[src/rtl/byte_shift_sequencer.sv]
// byte_shift_sequencer: multi-cycle byte shifter/rotator, one bit per clock, valid/ready on both sides.
// Optional BYTE_SHIFT_BACK2BACK_EN lets a retiring result and a new request share one edge.
module byte_shift_sequencer #(
    parameter int WIDTH = 8,
    parameter int AMT_W = 3
) (
    input  logic             clk,
    input  logic             rst_n,
    input  logic             in_valid,
    output logic             in_ready,
    input  logic [WIDTH-1:0] in_data,
    input  logic [AMT_W-1:0] in_amt,
    input  logic [1:0]       in_op,
    output logic             out_valid,
    input  logic             out_ready,
    output logic [WIDTH-1:0] out_data,
    output logic             out_carry,
    output logic             out_zero
);
    typedef enum logic [1:0] {IDLE, SHIFT, DONE} state_t;
    state_t           state_q;
    logic [WIDTH-1:0] work_q, work_d;
    logic [AMT_W-1:0] cnt_q;
    logic [1:0]       op_q;
    logic             carry_q, carry_d, out_valid_q, accept;
`ifdef BYTE_SHIFT_BACK2BACK_EN
    assign in_ready = rst_n & ((state_q == IDLE) | ((state_q == DONE) & out_ready));
`else
    assign in_ready = rst_n & (state_q == IDLE);
`endif
    assign accept = in_valid & in_ready;
    // op[0] selects right vs left, op[1] selects rotate vs logical fill
    always_comb begin
        work_d  = op_q[0] ? {op_q[1] & work_q[0], work_q[WIDTH-1:1]}
                          : {work_q[WIDTH-2:0], op_q[1] & work_q[WIDTH-1]};
        carry_d = op_q[0] ? work_q[0] : work_q[WIDTH-1];
    end
    always_ff @(posedge clk) begin
        if (!rst_n) begin
            state_q     <= IDLE;
            work_q      <= '0;
            op_q        <= '0;
            cnt_q       <= '0;
            carry_q     <= 1'b0;
            out_valid_q <= 1'b0;
        end else if (accept) begin
            work_q      <= in_data;
            op_q        <= in_op;
            cnt_q       <= in_amt;
            carry_q     <= 1'b0;
            state_q     <= (in_amt == '0) ? DONE : SHIFT;
            out_valid_q <= (in_amt == '0);
        end else if (state_q == SHIFT) begin
            work_q  <= work_d;
            carry_q <= carry_d;
            cnt_q   <= cnt_q - 1'b1;
            if (cnt_q == AMT_W'(1)) begin
                state_q     <= DONE;
                out_valid_q <= 1'b1;
            end
        end else if ((state_q == DONE) && out_ready) begin
            state_q     <= IDLE;
            out_valid_q <= 1'b0;
        end
    end
    assign out_valid = out_valid_q;
    assign out_data  = work_q;
    assign out_carry = carry_q;
    assign out_zero  = ~|work_q;
endmodule

[config.mk]
export PLATFORM = sky130hd
export DESIGN_NAME = byte_shift_sequencer
export DESIGN_NICKNAME = d
export VERILOG_FILES = /design/src/rtl/byte_shift_sequencer.sv
export SDC_FILE = /design/constraint.sdc
export NUM_CORES = 1
export LEC_CHECK = 0
export BUFFER_PORTS_ARGS = -buffer_cell sky130_fd_sc_hd__clkbuf_2
export CAP_MARGIN = 20
export CORE_UTILIZATION = 50
export DETAILED_ROUTE_END_ITERATION = 10
export PLACE_DENSITY = 0.78
export SLEW_MARGIN = 15
export SYNTH_ARGS = -nofsm -noshare
export SYNTH_HDL_FRONTEND = slang
export SYNTH_SLANG_ARGS = --single-unit
[constraint.sdc]
create_clock -name clk -period 1.52 [get_ports clk]
set_input_delay 0.152 -clock clk [delete_from_list [all_inputs] [get_ports clk]]
set_output_delay 0.152 -clock clk [all_outputs]
set_load 0.02 [all_outputs]
==> flow_results.org <==
** Timing
- For the pin with the worst max-slew slack, the measured transition is between 0.3 and 0.4 ns.
- Total Neg Setup Slack :: -0.0765 ns
- Setup repair after global routing missed its margin :: yes
- The number of pins with negative max-slew slack in the final report was 0.
- Fin worst setup slack :: -0.0765 ns
- Number of endpoints failing setup at the final stage :: 1
- In this run the tightest slew margin relative to its limit is approximately four fifths.
- The smallest clock period supported by the final layout is computed as ~1.6 ns.
- Final hold analysis gives a worst-case slack of ~0.077 ns.
- Across the routed clock network, the largest skew measured is between 0.004 and 0.005 ns.
- The number of hold-slack violations in the final timing report was 0.
- Static timing analysis puts the maximum clock frequency at 626 MHz.
- Dividing the final minimum period by the clock period gives 105%.

** Clock tree
- For this design, the sink count on the clock tree is 16.
- The clock passes through at most 2 buffers.
- For the worst-skew pair, the clock arrives at the later sink with an insertion delay of between 0.2 and 0.3 ns.
- CTS built an H-tree with a depth of 1.
- Clock slew at reported path FFs :: approximately 0.090 ns
- Master cell of the clock root buffer :: clkbuf_4
- TritonCTS clock tree :: done
- TritonCTS buffer count :: 3
- Buffers inserted to repair hold after CTS numbered 0.

** Detailed routing
- Once detail routing completed, the nets flagged for antenna violations numbered 0.
- Wire length after detailed routing :: 2100 um
- In the routed design, unresolved DRC markers number 0.
- Routed WL per cell :: around 13 um
- Via count of the routed design :: roughly 870
- For this run, the detailed router's first-pass iteration total came to 5.
- Number of violations reported at the end of detailed-routing iteration 0 :: 8
- Using the TritonRoute via totals, the vias-per-cell ratio works out to between 5 and 6.

** Placement
- Count of buffers inserted at the top-level ports :: 28
- Gp weighted congestion :: about 0.81
- After legalization and detailed placement, the total HPWL measured around 1500 um.

** Die
- Die W :: around 46 um
- The die is approximately 46 um tall.
- After floorplanning, the core was sized to cover ~1800 um^2.
- # IOs :: 29
- Std cell rows :: 15
- The die covers ~2100 um^2.
- Starting density of the core :: between 50 and 60%

** Synthesis
- After synthesis the netlist holds a flip-flop and latch count of 16.
- A synthesized cell averages approximately 9 um^2.
- Summing the sequential cell areas from Yosys gives about 33% of the chip area.
- For this run, the number of Yosys warnings is 0.
- The most used flip-flop cell after synthesis is dfxtp_1.
- Cell variety after synth :: 37
- Nets in the synthesized netlist :: 125
- Post-synth EDFFs :: 0
- In the synthesized netlist the async set-or-reset flop fraction comes to 0%.
- Counting every instance in the synthesized netlist gives roughly 110.
- Cell area after synthesis :: around 960 um^2

** Global route
- Initial antenna violation count :: 0
- Vias in the first global route :: a little over 800
- The total overflow left after global routing is 0.
- Across every metal layer, demand over resource in global routing totals a little under a quarter.
- Maximum number of pins on one net before global-route repair :: 16
- First-pass GRT wire length :: 3440 um

** Setup path
- In this design, the stage delay of the slowest critical-path cell is around 0.55 ns.
- Data arrives at the worst endpoint at 1.44 ns.
- Together, buffers and inverters on the worst path number 1.
- Critical Path RT :: roughly 1.4 ns
- Along the worst path, the maximum fanout reaches 5.
- The critical path is of the reg2out type.
- Category of cells accounting for the largest share of critical-path delay :: simple AND/OR/NAND/NOR gates
- The critical path goes through or4_4 > nor2_4 > buf_8.
- Slowest CP cell :: or4_4
- Element type at the critical path end :: output port
- The worst setup path is launched from a register.

** Power
- Worst VDD drop :: 0.000611 V
- Dividing total power by cell area gives a power density of a little under 1000 nW/um^2.
- Leakage :: 0.480 nW

** Finish
- The area growth from synthesis to layout is 22.4%.
- 0 antenna diodes ended up in the layout.
- Number of nets in the final layout :: around 160
- In the final layout, the share of cells above drive strength 1 is approximately two fifths.

** Status
- The flow ran to the end, but the final reports show violations.
- Failing checks :: negative setup slack

** Flow run
- Count of max-cap constraint violations :: 0

** Min path
- Hold/Removal Path Class :: in2reg
==> power by group <==
group | leakage (nW) | internal, mW | switching [mW]
Sequential | 0.134 | 0.467 | 0.0472
Combinational | 0.332 | 0.201 | 0.218
Clock | 0.0138 | 0.0920 | 0.128
==> sequential cells by signal, summed over array words and instances, names as in the netlist <==
signal     flops
cnt_q          3
out_data       8
op_q           2
out_carry      1
state_q        2
==> Yosys cell counts, types with 2 or more instances <==
master / count / area [um^2]
a21boi_1: 6 / 45.0
ha_1: 2 / 25.0
a21oi_1: 2 / 10.0
dfxtp_1: 16 / 320
or4_1: 2 / 15.0
nand2_1: 23 / 86.3
mux2i_1: 6 / 60.1
nand3_1: 2 / 10.0
inv_1: 4 / 15.0
nor2_1: 2 / 7.51
o21ai_0: 2 / 10.0
a21boi_2: 4 / 45.0
xnor2_1: 2 / 17.5
buf_6: 3 / 33.8
o211ai_1: 8 / 60.1
==> path summary, 6_finish.rpt <==
| kind | endpoint | slack (ns) | start | cells past startpoint |
|---|---|---|---|---|
| worst min-delay path | out_data[7] | 0.08 | in_data[7] | 3 |
| worst min register to register | op_q[1] | 0.49 | op_q[1] | 2 |
| worst max register to register | state_q[1] | 0.14 | state_q[1] | 4 |
| worst max-delay path | out_zero | -0.08 | out_data[4] | 3 |
==> timing repair <==
item | 4_1_cts | 5_1_grt
endpoints found under the setup margin | 1 | 1
resized for setup | 10 | 3
hold endpoints to repair | 0 | 0
pin swaps | 1 | 2
buffers inserted | 1 | 1
==> stage by stage <==
| step | utilization [%] | cell area, um^2 | std cells | setup slack [ns] | power (mW) |
|---|---|---|---|---|---|
| after CTS | 65.9 | 1160 | 161 | -0.0832 | 1.15 |
| after floorplan | - | 960 | 106 | 0.150 | 0.789 |
| final | 66.6 | 1170 | 162 | -0.0765 | 1.15 |
| after detailed placement | 62.5 | 1100 | 157 | 0.175 | 0.885 |
| after global routing | 66.6 | 1170 | 162 | -0.124 | 1.23 |
| after global placement | 62.5 | 1100 | 157 | 0.236 | 0.870 |
==> per-layer routing <==
layer	part of all wire [%]	GRT usage [%]	vias up
met1	46	28.1	396
met2	47	39.1	26
met4	1.4	9.41	0
li1	-	-	439
met5	0	0	-
met3	5.3	4.76	6
==> kinds of logic after synthesis <==
family	after synthesis	share of synthesized area, %
simple gates	38	20.3
fa+ha+maj	2	2.61
compound gates	30	25.9
flops	16	33.4
mux	7	7.43
buf+inv	11	8.47
xor+xnor	2	1.83
==> worst reg2reg max path, delay by kind of cell, from the launching register on <==
family | cells | cell delay [ns]
DFF | 1 | 0.39
and+or+nand+nor | 3 | 0.78
AOI/OAI and AO/OA | 1 | 0.16
==> area by class of cell <==
class	instances	area (um^2)
clock buffer	3	22.5
timing repair buffer	35	203
fill	178	589
tap	25	31.3
multi-input combinational	79	573
inverter	4	15.0
sequential	16	330
==> cells in the final DEF, fill, tap and decap left out, types with 2 or more instances in the layout <==
master,instances
dfxtp_4,2
buf_4,7
o21ai_0,2
a21oi_1,2
clkbuf_4,3
nand2_1,23
clkbuf_2,27
inv_1,4
a21boi_1,6
ha_1,2
mux2i_1,6
o211ai_1,8
nand3_1,2
a21boi_2,4
dfxtp_1,12
or4_4,2
xnor2_1,2
dfxtp_2,2
No activity file was read; power rests on OpenSTA's default activity.
